--- config.mk ---
export PLATFORM = sky130hd
export DESIGN_NAME = inst_fetch_flat
export DESIGN_NICKNAME = d
export VERILOG_FILES = /design/src/rtl/inst_fetch_pkg.sv /design/src/rtl/inst_fetch_if.sv /design/src/rtl/inst_fetch_pc_reg.sv /design/src/rtl/inst_fetch.sv /design/src/flat_wrapper.sv
export SDC_FILE = /design/constraint.sdc
export NUM_CORES = 1
export LEC_CHECK = 0
export ABC_AREA = 1
export BUFFER_PORTS_ARGS = -buffer_cell sky130_fd_sc_hd__buf_2
export CAP_MARGIN = 20
export CORE_ASPECT_RATIO = 1.25
export CORE_MARGIN = 2
export CORE_UTILIZATION = 54
export DETAILED_ROUTE_END_ITERATION = 8
export PLACE_DENSITY = 0.89
export SLEW_MARGIN = 15
export SYNTH_ARGS = -nofsm -noshare
export SYNTH_HDL_FRONTEND = slang
export SYNTH_SLANG_ARGS = --single-unit
export TNS_END_PERCENT = 30
--- constraint.sdc ---
create_clock -name clk -period 7 [get_ports clk]
set_clock_uncertainty 0.1 [all_clocks]
set_input_delay 0.7 -clock clk [delete_from_list [all_inputs] [get_ports clk]]
set_output_delay 0.7 -clock clk [all_outputs]
set_load 0.02 [all_outputs]
--- src/rtl/inst_fetch_pkg.sv ---
// Shared types and defaults for the instruction-fetch block.
package inst_fetch_pkg;

  localparam int ADDR_W_DEF = 16;
  localparam int DATA_W_DEF = 32;
  localparam int CNT_W      = 16;
  localparam logic [31:0] NOP_WORD = 32'h0;

  typedef enum logic [1:0] {
    ST_WAIT  = 2'd0,
    ST_FETCH = 2'd1,
    ST_HALT  = 2'd2,
    ST_DONE  = 2'd3
  } fetch_state_t;

  typedef enum logic [1:0] {
    PC_HOLD = 2'd0,
    PC_INC  = 2'd1,
    PC_LOAD = 2'd2
  } pc_sel_t;

  // Delivered-instruction counter step; sticks at all-ones.
  function automatic logic [CNT_W-1:0] sat_inc(input logic [CNT_W-1:0] v);
    return (v == {CNT_W{1'b1}}) ? v : v + CNT_W'(1);
  endfunction

endpackage

--- src/rtl/inst_fetch_if.sv ---
// Memory-side and decode-side signals of the fetch unit.
interface inst_fetch_if import inst_fetch_pkg::*; #(
  parameter int ADDR_W = ADDR_W_DEF,
  parameter int DATA_W = DATA_W_DEF
);
  logic [ADDR_W-1:0] mem_addr;
  logic [DATA_W-1:0] mem_rdata;
  logic              stall;
  logic              redirect;
  logic [ADDR_W-1:0] redirect_pc;
  logic [DATA_W-1:0] instr;
  logic [ADDR_W-1:0] instr_pc;
  logic              instr_valid;

  modport master (
    output mem_addr, instr, instr_pc, instr_valid,
    input  mem_rdata, stall, redirect, redirect_pc
  );

  modport slave (
    input  mem_addr, instr, instr_pc, instr_valid,
    output mem_rdata, stall, redirect, redirect_pc
  );
endinterface

--- src/rtl/inst_fetch_pc_reg.sv ---
// Program counter register with hold / increment / load selection.
module inst_fetch_pc_reg import inst_fetch_pkg::*; #(
  parameter int                ADDR_W   = ADDR_W_DEF,
  parameter logic [ADDR_W-1:0] RESET_PC = '0
) (
  input  logic              clk,
  input  logic              rst_n,
  input  pc_sel_t           sel,
  input  logic [ADDR_W-1:0] load_pc,
  output logic [ADDR_W-1:0] pc
);

  // PC update: advance, jump to load_pc, or hold.
  always_ff @(posedge clk or negedge rst_n) begin
    if (!rst_n) begin
      pc <= RESET_PC;
    end else begin
      case (sel)
        PC_INC:  pc <= pc + ADDR_W'(1);
        PC_LOAD: pc <= load_pc;
        default: pc <= pc;
      endcase
    end
  end

endmodule

--- src/rtl/inst_fetch.sv ---
// Instruction-fetch initiator: sequences PC, captures memory words for decode.
//
// state    | meaning
// ST_WAIT  | memory init window after reset, no fetching
// ST_FETCH | fetching one word per unstalled cycle
// ST_HALT  | stopped until reset, pc frozen
// ST_DONE  | past END_ADDR; holds last word until decode takes it
module inst_fetch import inst_fetch_pkg::*; #(
  parameter int                ADDR_W    = ADDR_W_DEF,
  parameter int                DATA_W    = DATA_W_DEF,
  parameter logic [ADDR_W-1:0] RESET_PC  = '0,
  parameter logic [ADDR_W-1:0] END_ADDR  = ADDR_W'(10),
  parameter int                INIT_WAIT = 1
) (
  input  logic              clk,
  input  logic              rst_n,
  inst_fetch_if.master      bus,
  input  logic              halt_req,
  output logic [ADDR_W-1:0] pc_out,
  output logic [CNT_W-1:0]  fetch_count,
  output logic              done
);

  localparam int WAIT_W = (INIT_WAIT > 1) ? $clog2(INIT_WAIT) : 1;
  localparam logic [WAIT_W-1:0] WAIT_LAST = WAIT_W'(INIT_WAIT - 1);
  localparam fetch_state_t RESET_ST = (INIT_WAIT == 0) ? ST_FETCH : ST_WAIT;

  fetch_state_t      state, state_nxt;
  logic [WAIT_W-1:0] wait_cnt;
  logic [ADDR_W-1:0] pc;
  pc_sel_t           pc_sel;
  logic              capture;
  logic              clr_valid;
  logic              wait_inc;

  inst_fetch_pc_reg #(.ADDR_W(ADDR_W), .RESET_PC(RESET_PC)) u_pc_reg (
    .clk     (clk),
    .rst_n   (rst_n),
    .sel     (pc_sel),
    .load_pc (bus.redirect_pc),
    .pc      (pc)
  );

  assign bus.mem_addr = pc;
  assign pc_out       = pc;
  assign done         = (state == ST_DONE);

  // Next state and datapath controls; halt beats redirect beats stall.
  always_comb begin
    state_nxt = state;
    pc_sel    = PC_HOLD;
    capture   = 1'b0;
    clr_valid = 1'b0;
    wait_inc  = 1'b0;
    case (state)
      ST_WAIT: begin
        wait_inc = 1'b1;
        if (wait_cnt == WAIT_LAST) state_nxt = ST_FETCH;
      end
      ST_FETCH: begin
        if (halt_req) begin
          state_nxt = ST_HALT;
          clr_valid = 1'b1;
        end else if (bus.redirect) begin
          clr_valid = 1'b1;
          if (bus.redirect_pc > END_ADDR) state_nxt = ST_DONE;
          else                            pc_sel    = PC_LOAD;
        end else if (!bus.stall) begin
          capture = 1'b1;
          if (pc == END_ADDR) state_nxt = ST_DONE;
          else                pc_sel    = PC_INC;
        end
      end
      ST_DONE: begin
        if (bus.redirect && (bus.redirect_pc <= END_ADDR)) begin
          state_nxt = ST_FETCH;
          pc_sel    = PC_LOAD;
          clr_valid = 1'b1;
        end else if (!bus.stall) begin
          clr_valid = 1'b1;
        end
      end
      ST_HALT: clr_valid = 1'b1;
      default: state_nxt = RESET_ST;
    endcase
  end

  // State, wait counter, fetch register and delivered count.
  always_ff @(posedge clk or negedge rst_n) begin
    if (!rst_n) begin
      state           <= RESET_ST;
      wait_cnt        <= '0;
      bus.instr       <= DATA_W'(NOP_WORD);
      bus.instr_pc    <= '0;
      bus.instr_valid <= 1'b0;
      fetch_count     <= '0;
    end else begin
      state <= state_nxt;
      if (wait_inc) wait_cnt <= wait_cnt + WAIT_W'(1);
      if (capture) begin
        bus.instr       <= bus.mem_rdata;
        bus.instr_pc    <= pc;
        bus.instr_valid <= 1'b1;
        fetch_count     <= sat_inc(fetch_count);
      end else if (clr_valid) begin
        bus.instr_valid <= 1'b0;
      end
    end
  end

endmodule

--- src/flat_wrapper.sv ---
// flat-port wrapper written by rule: the top's interface ports become plain ports
module inst_fetch_flat import inst_fetch_pkg::*;
#(
  parameter int                ADDR_W    = ADDR_W_DEF,
  parameter int                DATA_W    = DATA_W_DEF,
  parameter logic [ADDR_W-1:0] RESET_PC  = '0,
  parameter logic [ADDR_W-1:0] END_ADDR  = ADDR_W'(10),
  parameter int                INIT_WAIT = 1
)
  (clk, rst_n, halt_req, pc_out, fetch_count, done, bus_mem_addr, bus_instr, bus_instr_pc, bus_instr_valid, bus_mem_rdata, bus_stall, bus_redirect, bus_redirect_pc);
  inst_fetch_if #(.ADDR_W(ADDR_W), .DATA_W(DATA_W)) bus_i ();
  input  logic clk;
  input  logic rst_n;
  input  logic halt_req;
  output logic [ADDR_W-1:0] pc_out;
  output logic [CNT_W-1:0] fetch_count;
  output logic done;
  output wire logic [$bits(bus_i.mem_addr)-1:0] bus_mem_addr;
  output wire logic [$bits(bus_i.instr)-1:0] bus_instr;
  output wire logic [$bits(bus_i.instr_pc)-1:0] bus_instr_pc;
  output wire logic [$bits(bus_i.instr_valid)-1:0] bus_instr_valid;
  input wire logic [$bits(bus_i.mem_rdata)-1:0] bus_mem_rdata;
  input wire logic [$bits(bus_i.stall)-1:0] bus_stall;
  input wire logic [$bits(bus_i.redirect)-1:0] bus_redirect;
  input wire logic [$bits(bus_i.redirect_pc)-1:0] bus_redirect_pc;
  assign bus_mem_addr = bus_i.mem_addr;
  assign bus_instr = bus_i.instr;
  assign bus_instr_pc = bus_i.instr_pc;
  assign bus_instr_valid = bus_i.instr_valid;
  assign bus_i.mem_rdata = bus_mem_rdata;
  assign bus_i.stall = bus_stall;
  assign bus_i.redirect = bus_redirect;
  assign bus_i.redirect_pc = bus_redirect_pc;
  inst_fetch #(.ADDR_W(ADDR_W), .DATA_W(DATA_W), .RESET_PC(RESET_PC), .END_ADDR(END_ADDR), .INIT_WAIT(INIT_WAIT)) u_core (.clk(clk), .rst_n(rst_n), .bus(bus_i), .halt_req(halt_req), .pc_out(pc_out), .fetch_count(fetch_count), .done(done));
endmodule
# Yosys cells after proc, flatten, opt, wreduce, memory -nomap -nowiden
# Index checks and enable logic that the tools add are counted.
# Widths: inputs -> output; s select.
op_classes:
  magnitude_cmp: 2
  n_bitwise: 1
  n_addsub: 3
  reduce_logical: 7
  eq_ne: 12
  n_mux: 27
ops:
  columns: ["op", "count"]
  rows:
  - ["$add 16x1->16 const B", 2]
  - ["$pmux 16 s2", 1]
  - ["$mux 2", 12]
  - ["$eq 16x16->1 const B", 1]
  - ["$eq 16x4->1 const B", 1]
  - ["$gt 16x4->1 const B", 1]
  - ["$le 16x4->1 const B", 1]
  - ["$mux 1", 11]
  - ["$ne 4x3->1 const B", 2]
  - ["$eq 2x2->1 const B", 3]
  - ["$pmux 2 s3", 1]
  - ["$reduce_and 6->1", 1]
  - ["$eq 2x1->1 const B", 2]
  - ["$ne 4x4->1 const B", 1]
  - ["$pmux 2 s2", 1]
  - ["$reduce_bool 2->1", 2]
  - ["$pmux 1 s3", 1]
  - ["$reduce_bool 3->1", 1]
  - ["$logic_not 2->1", 1]
  - ["$ne 2x1->1 const B", 1]
  - ["$ne 2x2->1 const B", 1]
  - ["$reduce_and 2->1", 1]
  - ["$add 1x1->1 const B", 1]
  - ["$logic_and 1x1->1", 1]
  - ["$not 1->1", 1]
totals:
  input_bits: 53
  register_bits: 84
  word_cells: 59
  output_inout_bits: 98

# Longest topological paths before layout
# Gate-level depths: netlist of the first run.
depth:
  ltp_word: 8
  depth_mapped: 16
  ltp_nobuf: 15

# By module
# Synthesis of the first run repeated with hierarchy kept, for this count alone.
unflattened:
  hier_cells: 575
  area_unflattened_um2: 4351.7
by_module_without_submodules:
  columns: ["module", "cells_per_inst", "seq_area_each_um2", "instances", "area_each_um2"]
  rows:
  - ["inst_fetch", 392, 1701.6, 1, 3149.3]
  - ["inst_fetch_pc_reg", 183, 400.4, 1, 1202.4]

# Worst setup path after synthesis of the first run
# Ideal clock, no wire load.
synth_timing:
  path_type: "input -> register"
  startpoint: "input port bus_stall"
  endpoint: "register u_core.u_pc_reg.pc[6]"
  required_time_ps: 6780
  n_path_buf: 3
  setup_time_ps: 120
  t_arrival_ps: 2540
  path_stages: 10
  setup_slack_ps: 4240
  cell_sequence: "nor4_4 -> clkbuf_1 -> nand2_1 -> ha_1 -> clkbuf_1 -> inv_1 -> clkbuf_1 -> a21oi_1 -> o21ai_0 -> inv_1"
synth_via:
  elab_chain_len: 6
  word_cells_on_any_way: 8
  cone_classes: "eq/ne (2); mux (5); reduce/logical (1)"
synth_lines:
  columns: ["element", "line", "source"]
  rows:
  - ["start: declaration", "flat_wrapper.sv:23", "input wire logic [$bits(bus_i.stall)-1:0] bus_stall;"]
  - ["$mux 2 (*)", "inst_fetch.sv:68", "end else if (!bus.stall) begin"]
  - ["$mux 2 (*)", "inst_fetch.sv:64", "end else if (bus.redirect) begin"]
  - ["$mux 2 (*)", "inst_fetch.sv:61", "if (halt_req) begin"]
  - ["$pmux 2 s2 (*)", "inst_fetch.sv:55", "case (state)"]
  - ["$eq 2x2->1 or $eq 2x1->1 (tied branches)", "inst_fetch_pc_reg.sv:18", "case (sel)"]
  - ["$pmux 16 s2 or $reduce_bool 2->1 (tied branches)", null, null]
  - ["end signal: assignment", "inst_fetch_pc_reg.sv:19", "PC_INC: pc <= pc + ADDR_W'(1);"]
  - ["end signal: assignment", "inst_fetch_pc_reg.sv:20", "PC_LOAD: pc <= load_pc;"]
  - ["end signal: assignment", "inst_fetch_pc_reg.sv:21", "default: pc <= pc;"]
  - ["end: declaration", "inst_fetch_pc_reg.sv:10", "output logic [ADDR_W-1:0] pc"]
# Mark *: on every way between the ends. The rest lies on a longest branch, timed or not.
# A chain may end at the register's enable or synchronous reset.

# Worst setup path after layout of the first run
layout_timing:
  startpoint: "register u_core.u_pc_reg.pc[0]"
  endpoint: "register u_core.u_pc_reg.pc[12]"
layout_via:
  elab_chain_len: 8
  word_cells_on_any_way: 11
  cone_classes: "add/sub (1); eq/ne (3); mux (6); reduce/logical (1)"
layout_lines:
  columns: ["element", "line", "source"]
  rows:
  - ["$eq 16x4->1", "inst_fetch.sv:70", "if (pc == END_ADDR) state_nxt = ST_DONE;"]
  - ["$mux 1", "inst_fetch.sv:70", null]
  - ["$mux 2", "inst_fetch.sv:68", null]
  - ["$mux 2", "inst_fetch.sv:64", null]
  - ["$mux 2", "inst_fetch.sv:61", null]
  - ["$pmux 2 s2", "inst_fetch.sv:55", null]
  - ["$eq 2x2->1 or $eq 2x1->1 (tied branches)", "inst_fetch_pc_reg.sv:18", null]
  - ["$pmux 16 s2 or $reduce_bool 2->1 (tied branches)", null, null]
# Several ways; a longest one is shown, not always the timed one.

==> results of run 1 <==
## power groups by stage
stage / Clock (mW) / Sequential (mW) / Combinational (mW)
5_1_grt: 0.387 / 0.877 / 1.02
3_5_place_dp: 0 / 0.852 / 0.930
6_report: 0.357 / 0.847 / 0.928
3_3_place_gp: 0 / 0.846 / 0.905
2_1_floorplan: 0 / 1.06 / 0.405
4_1_cts: 0.366 / 0.847 / 0.931
## cells by family after synthesis
logic type / count (synthesis)
DFF: 84
xor gates and xnor gates: 15
buffers and inverters: 79
AOI/OAI and AO/OA: 72
and+or+nand+nor: 286
adders and majority gates: 4
## layer usage
metal	part of all wire (%)	wire length, um	vias to the layer above
met2	49	5240	191
li1	-	-	1959
met1	41	4370	1862
met4	2.2	231	0
met3	7.3	771	18
met5	0	0	-
## final cells by class
cell class	instances	area share, %
flip-flops and latches	84	41.1
multi-input cells	377	33.7
repair buffers	152	15.4
inverters	46	3.38
clock buffers	10	2.69
well taps	92	2.25
clock inverters	6	1.40
## worst min-delay path by stage
stage	startpoint	slack, ns	end	depth (start not counted)
after detailed placement	u_core.bus.instr[23]	0.35	u_core.bus.instr[23]	2
after CTS	u_core.bus.instr[0]	0.37	u_core.bus.instr[0]	2
after global routing	rst_n	0.13	u_core.bus.instr_pc[6]	1
final	rst_n	0.13	u_core.bus.instr_pc[6]	1
after global placement	u_core.bus.instr[19]	0.35	u_core.bus.instr[19]	2
after floorplan	rst_n	0.30	u_core.bus.instr[0]	0
## worst register-to-register path: cells and delay by family, from the launching register on
family,cells,cell delay [ns]
AND/OR/NAND/NOR,5,0.39
adder cells (fa/ha/maj),2,0.70
flip-flops,1,0.47
AO/OA/AOI/OAI,2,0.49
buffers and inverters,3,0.63
## synth_stat cells (all sizes together) (5+ instances only)
cell type,number
nand3,20
nand2,199
xor2,13
nor2,43
dfrtp,84
inv,46
nor3,14
o22ai,5
o21ai,47
a21oi,16
nand4,9
buf,17
clkbuf,16
## stage by stage
stage	worst slack, ns	total power [mW]	util, %
2_1_floorplan	4.24	1.47	-
3_3_place_gp	3.94	1.75	65.5
3_5_place_dp	3.89	1.78	65.5
4_1_cts	4.14	2.14	68.3
5_1_grt	3.82	2.29	68.6
6_report	4.11	2.13	68.6
## flip-flops by register name (all words and copies together) (netlist names)
name and count:
u_core.state 2, u_core.wait_cnt 1, u_core.fetch_count 16, u_core.bus.instr 32, u_core.u_pc_reg.pc 16, u_core.bus.instr_pc 16
u_core.bus.instr_valid 1
==> results.md, run 1 <==
Finish:
- The area of all placed cells without fillers is between 5000 and 6000 um2.
- The count of filler cells inserted in the layout is 654.
- The post-layout instance count excluding filler cells is roughly 770.
- From synthesis to final layout, the design area changed by 22.1%.
- The share of final-layout standard cells stronger than drive strength 1 is between 20% and 30%.
- The number of inserted diodes is 0.
- Summing all flip-flop and latch instances after layout gives about 2100 um2.
- The commonest non-fill, non-tap cell in the layout is sky130_fd_sc_hd__nand2_1.
- In the layout the commonest cells are sky130_fd_sc_hd__nand2_1 (198), sky130_fd_sc_hd__buf_2 (149), sky130_fd_sc_hd__dfrtp_1 (84).
- In the final layout, the multi-input gates occupy 1720 um2.
- In the final design database the tool counted 727 nets.

Floorplan:
- The starting density of the core is between 50% and 60%.
- The die covers between 8000 and 9000 um2.
- The total area inside the core boundary comes to ~7400 um2.
- The I/O pin count is approximately 150.
- The placement row count is 35.
- Measured along the x axis, the die boundary spans slightly above 80 um.
- The die is between 100 and 150 um tall.

Route:
- The detailed router finished its first iteration with around 240 violations.
- In this run the remaining antenna-violating nets after routing total 0.
- After detailed routing, the total wire length is around 11000 um.
- Dividing the detail-routed via count by the number of cells gives ~5.3.
- The first detailed-routing pass took 8 iterations.
- For this block, the via count after detailed routing is between 4000 and 5000.
- The wire length per cell after detailed routing is 13.8 um.
- After detailed routing, the number of remaining DRC violations is 0.

Setup path:
- The kind of start point of the critical path is a flip-flop.
- The peak per-stage delay on the critical path is about 0.55 ns.
- Along the worst path, the maximum fanout reaches 20.
- The signal on the critical path passes through inv_1, ha_1, nand2_1, inv_1, nand2_1, nor2_1, nand2_1, nand2_1, ha_1, inv_1, o21ai_0, o22ai_1.
- The terminus of the critical flop-to-flop path is u_core.u_pc_reg.pc[12].
- Data on the critical path is required at its endpoint by between 7 and 8 ns.
- The most used cell along the critical path is sky130_fd_sc_hd__nand2_1.
- In this run the number of cells on the critical path is 12.
- Among all stages on the critical path, the largest delay is contributed by sky130_fd_sc_hd__ha_1.
- The classification of the worst setup path is reg -> reg.
- The start point of the critical path is u_core.u_pc_reg.pc[0].
- The category of the worst setup path capture point is a flip-flop.
- The worst setup path endpoint is u_core.u_pc_reg.pc[12].
- The reg-to-reg setup timing slack is approximately 4.1 ns.
- The data arrival time of the critical path is about 3.0 ns.
- The cell family with the largest share of critical-path delay is adder cells.
- The reg-to-reg critical path startpoint is u_core.u_pc_reg.pc[0].
- The count of buffering cells on the critical path with inverters included is 3.
- The worst reg2reg path depth is 12.

Synthesis:
- The mux contribution to synthesized area is 0%.
- After synthesis, the largest family of logic cells by area is simple AND/OR/NAND/NOR gates.
- The proportion of synthesized chip area in sequential cells is approximately half.
- The net count after synthesis is about 600.
- The synthesized design contains 0 enable-type register cells.
- Averaged over all synthesized cells, the footprint is 7.75 um2.
- Of the total synthesized cell area, the portion taken by full adders, half adders and majority gates is under 10%.
- The share of the synthesized area in compound gates (AO/OA/AOI/OAI) is a little under a tenth.
- The cell type with the largest total area after synthesis is sky130_fd_sc_hd__dfrtp_1.
- Counting flops with an async set or reset pin after synthesis yields a share of 100%.
- The simple-gate share of the synthesized area is between 20 and 30%.
- The synthesized netlist cell count is 540.
- Yosys printed 0 warnings.
- The most used flip-flop cell after synthesis is sky130_fd_sc_hd__dfrtp_1.
- The synthesis-stage register bit count is 84.
- The top-area cell type share of the netlist area is 50.2%.
- The count of different cell masters after synthesis is 22.
- The area of the mapped netlist is ~4200 um2.
- Of the total synthesized cell area, the portion taken by XOR and XNOR cells is under 10%.
- After synthesis, the cell types taking the most area are sky130_fd_sc_hd__dfrtp_1 (50%), sky130_fd_sc_hd__nand2_1 (18%), sky130_fd_sc_hd__o21ai_0 (4.7%).

Timing:
- The worst path uses around two fifths of the clock period.
- The time the worst path needs with I/O delays and setup is around 2.9 ns.
- For this run, the top clock speed supported by timing is ~350 MHz.
- Across all hold checks on the routed design, the worst slack comes to about 0.13 ns.
- Setup repair after global routing left no endpoint under its margin.
- The post-route setup TNS is 0 ns.
- The number of slew-limit violations in the final report is 0.
- The headroom to the max-slew limit is a little over a third.
- The final number of hold-violating endpoints is 0.
- Setup violations remaining at the end of the flow were counted as 0.
- The transition time at the pin with the least slew margin is ~0.96 ns.

Placed design:
- Summing all placed instances gives a cell area of roughly 4900 um2.
- Input and output buffers added on the ports amount to 150.
- Counting tap cells, the placed design contains a total of 750 instances.
- Detailed placement finished with a half-perimeter wire length of 7750 um.
- The placer's final routability congestion estimate is 0.916.

Pwr:
- Per report_power, the sequential group accounts for slightly below 40% of the total.
- The worst-case IR drop observed on VDD is around 0.25 mV.
- In this run, the clock network consumes around 17% of the power.
- The switching fraction of total power is a little under half.
- The combinational cell fraction of total power is between 40% and 50%.
- The switching power total is between 0.9 and 1 mW.
- The leakage power summed over all cells is 2.79 nW.
- For this design the ratio of total power to cell area is approximately 420 nW/um2.
- The internal portion of the total power is between 1 and 1.5 mW.

Clock tree:
- The cell at the root of the clock tree is sky130_fd_sc_hd__clkbuf_8.
- The clock input transition at the sequential cells of the worst setup and hold paths is roughly 0.09 ns.
- The number of buffers added to fix hold violations after cts is 0.
- The later pin in the worst-skew pair is clocked with a latency of between 0.3 and 0.4 ns.
- The buffers inserted during post-CTS setup optimization is 0.
- The depth of the CTS H-tree is 3.
- TritonCTS built the clock tree.
- Clock tree synthesis found a total of 84 sinks.
- The count of instances resized after the clock tree is built is 0.
- The longest clock path from root to sink contains 2 buffers.
- The CTS buffer count is 9.

Global routing:
- The met2 demand-to-capacity share in global routing is 41.2%.
- In the global route stage, met3 resource usage came out at roughly 4.6%.
- Global routing used between 20% and 30% of the available tracks across all layers.
- The first global-routing pass estimated ~16000 um of wire.
- The met1 demand-to-capacity share in global routing is approximately a third.
- The total global routing overflow is 0.
- The via count of the first global-routing pass came to between 3000 and 4000.
- The maximum number of pins on one net before global-route repair is 85.
- The number of antenna violations at the first check in global routing is 0.
- In this run the most used layer during global routing was met2.

Job:
- Max-cap violations in this run came to 0.

Min path:
- In this run the worst hold path is classified as in -> async.

Status:
- The flow ran to the end, and the final reports show no timing, DRC or antenna violations.
No activity file was read; power rests on OpenSTA's default activity.
==> run 2: changes to the inputs <==
- ABC_AREA: 1 -> 0
- CORE_UTILIZATION: 54 -> 49
- PLACE_DENSITY: 0.89 -> 0.83
- clock period: 7 -> 2.8 ns (I/O delays scaled with it)
==> run 2 against run 1 <==
Count of clock-buffer cells in the layout rose by 4. First-iteration DRC count fell by 16%. Non-clock buffer count rose by 14. Total power rose by 2.5%. Design area fell by 1.9%. Register-to-register slack got worse by 3.9 ns. Combinational power fell by 86%. Sequential power rose by 45%. Maximum frequency rose by 12%.
==> results.md, run 2 <==
Floorplan:
- The floorplan step set the die height to 106 um.
- The die covers between 9000 and 10000 um2.
- The floorplan step set the die width to 85.3 um.
- For this design the top-level I/O count stands at approximately 150.
- The placement row count is 37.
- After floorplanning, the core was sized to cover 8150 um2.
- For this configuration, the core starts out at a cell density of roughly 50%.

Setup path:
- The worst setup path is of the reg -> reg kind.
- The worst setup path is captured at a flip-flop.
- At the worst endpoint, the required time is 2.97 ns.
- The largest driver fanout on the critical path is 9.
- For the worst setup path, the data arrival time is 2.74 ns.
- The worst setup path is launched from a flip-flop.
- The reg-to-reg setup timing slack is approximately 0.23 ns.

Finish:
- The commonest non-fill, non-tap cell in the layout is sky130_fd_sc_hd__buf_2.
- The flip-flop count of the largest register after layout is 32.
- In the layout the commonest cells are sky130_fd_sc_hd__buf_2 (149), sky130_fd_sc_hd__nand2_1 (110), sky130_fd_sc_hd__dfrtp_1 (84).
- The layout net count is around 600.
- The number of inserted diodes is 0.
- Ranked by flip-flop count, first place goes to u_core.bus.instr.
- The area growth from synthesis to layout is 23.9%.
- The share of final-layout standard cells stronger than drive strength 1 is between 30% and 40%.

Placed design:
- At the end of routability-driven placement, the weighted congestion stood at 0.863.
- The number of buffer cells added on primary ports is 150.
- After legalization and detailed placement, the total HPWL measured about 7100 um.

Synthesis:
- The proportion of synthesized chip area in sequential cells is approximately 52%.
- The count of different cell masters after synthesis is 42.
- The commonest cells after synthesis are sky130_fd_sc_hd__nand2_1 (111), sky130_fd_sc_hd__dfrtp_1 (84), sky130_fd_sc_hd__mux2_2 (18), sky130_fd_sc_hd__o21ai_0 (18), sky130_fd_sc_hd__buf_4 (16).
- By area the synthesized netlist is led by sky130_fd_sc_hd__dfrtp_1 (52%), sky130_fd_sc_hd__nand2_1 (10%), sky130_fd_sc_hd__mux2_2 (5.0%).
- The dominant cell by count in the synthesized netlist is sky130_fd_sc_hd__nand2_1.
- The net count after synthesis is around 480.
- Counting flops with a built-in enable in the synthesized netlist gives 0.
- The top-area cell type share of the netlist area is around half.
- Summed over all instances, the cell type with the most area after synthesis is sky130_fd_sc_hd__dfrtp_1.
- Counting every instance in the synthesized netlist gives ~420.
- The synthesized area per cell is 9.65 um2.
- The area of the mapped netlist is about 4000 um2.
- The most used flip-flop cell after synthesis is sky130_fd_sc_hd__dfrtp_1.
- The async set-reset flop share out of synthesis is 100%.
- The total number of yosys warnings is 0.
- The synthesis-stage register bit count is 84.

Status:
- The flow ran to the end, and the final reports show no timing, DRC or antenna violations.

Timing:
- In the final timing run, aggregate negative setup slack is 0 ns.
- The portion of the clock cycle consumed by the worst path in the final layout is between 90% and 100%.
- The time the worst path needs with I/O delays and setup is roughly 2.6 ns.
- The final count of negative-setup-slack endpoints is 0.
- Final hold analysis gives a worst-case slack of roughly 0.02 ns.
- For the pin with the worst max-slew slack, the measured transition is slightly below 0.8 ns.
- The headroom to the max-slew limit is between 40% and 50%.
- The final number of hold-violating endpoints was 0.
- Setup repair after global routing left no endpoint under its margin.
- The number of slew-limit violations in the final report is 0.
- The highest clock frequency the design can meet is between 300 and 400 MHz.

Global routing:
- The number of antenna violations at the first check in global routing is 0.
- The via count of the first global-routing pass is around 3400.
- Global routing consumed, over all layers together, a little under a quarter of the routing resources.
- The total global routing overflow is 0.
- The maximum number of pins on one net before global-route repair is 85.
- The first global-routing pass estimated between 15000 and 20000 um of wire.

Min path:
- The min-delay analysis places its worst path in the category in -> reg.

Clock tree:
- The number of setup buffers added after CTS is 0.
- The clock input transition at the sequential cells of the worst setup and hold paths is around 0.08 ns.
- The longest clock path from root to sink contains 2 buffers.
- The H-tree generated during clock tree synthesis spans 3 levels.
- Clock tree synthesis inserted a total of 9 buffers.
- The clock latency on the worst-skew pair is 0.35 ns.
- The CTS tree is done.
- Counting every sink on the clock net gives 84.
- The cell at the root of the clock tree is sky130_fd_sc_hd__clkbuf_8.

Route:
- Using the TritonRoute via totals, the vias-per-cell ratio works out to 5.49.
- The via count is roughly 3600.
- The DRC marker count from the first detailed-route iteration is 200.
- The wire length per cell after detailed routing is around 15 um.
- The detailed-router iteration count before antenna repair is 5.
- The number of DRC violations after detailed routing is 0.
- The remaining antenna violation count after routing is 0.
- The total wire length is 9840 um.

Job:
- Across the run, the number of max-cap violations was 0.

Pwr:
- The total power per unit cell area is roughly 440 nW/um2.
- The analysis attributes to cell leakage a power of ~2.9 nW.
- The design draws about 2.2 mW.
- The largest vdd supply drop is 0.246 mV.
==> run 2: through the flow <==
step | instance area [um2] | cells | worst slack, ns | util [%]
CTS | 5000 | 658 | 0.252 | 61.3
global placement | 4810 | 641 | 0.338 | 59.0
detailed placement | 4810 | 641 | 0.275 | 59.0
floorplan | 4050 | 419 | 0.0278 | -
finish | 5010 | 659 | 0.227 | 61.5
global route | 5010 | 659 | 0.0211 | 61.5
==> run 2: kinds of logic after synthesis <==
kind of cell,after synthesis,synth area share (%)
simple gates,199,24.0
flops,84,52.0
compound gates,55,8.60
buf+inv,44,5.85
mux,20,5.51
xor+xnor,13,2.81
fa+ha+maj,4,1.24
==> run 2: critical path, stage by stage (launching register included) <==
cell	delay (ns)
sky130_fd_sc_hd__dfrtp_1	0.44
sky130_fd_sc_hd__or4_1	0.48
sky130_fd_sc_hd__nor4_1	0.28
sky130_fd_sc_hd__nand3_1	0.11
sky130_fd_sc_hd__nand2_1	0.10
sky130_fd_sc_hd__ha_1	0.35
sky130_fd_sc_hd__nor2b_1	0.40
sky130_fd_sc_hd__a22oi_1	0.12
sky130_fd_sc_hd__o211ai_1	0.11
==> run 2: power breakdown <==
part / switching, mW / leakage [nW] / total (mW) / internal (mW)
sequential: 0.0120 / 1.16 / 1.23 / 1.22
combinational: 0.0769 / 1.64 / 0.129 / 0.0521
clock: 0.411 / 0.0887 / 0.825 / 0.414
==> run 2: path summary, 6_finish.rpt <==
kind / start / endpoint / depth (start not counted)
worst max-delay path: u_core.u_pc_reg.pc[6] / u_core.u_pc_reg.pc[15] / 8
worst min-delay path: bus_mem_rdata[0] / u_core.bus.instr[0] / 3
worst max register to register: u_core.u_pc_reg.pc[6] / u_core.u_pc_reg.pc[15] / 8
worst min register to register: u_core.bus.instr[15] / u_core.bus.instr[15] / 2
max in group asynchronous: rst_n / u_core.bus.instr[26] / 2
min in group asynchronous: rst_n / u_core.bus.instr_pc[5] / 2
==> run 2: cell type report <==
cell class	instances	area (um2)
flip-flops and latches	84	2100
inverters	5	18.8
repair buffers	166	882
clock buffers	14	143
clock inverters	2	35.0
fillers	680	3140
multi-input cells	291	1710
well taps	97	121
==> run 2: what timing repair did <==
| item | 4_1_cts | 5_1_grt |
|---|---|---|
| gates resized for setup | 0 | 0 |
| hold buffers | 1 | 1 |
| endpoints found under the hold margin | 1 | 84 |
==> run 2: metal layers <==
layer	vias to the layer above	wire (um)	GRT usage (%)	share of wire (%)
li1	1720	-	-	-
met4	0	154	7.14	1.6
met2	155	4900	37.9	50
met3	14	719	4.86	7.3
met1	1726	4070	29.3	41
met5	-	0	0	0
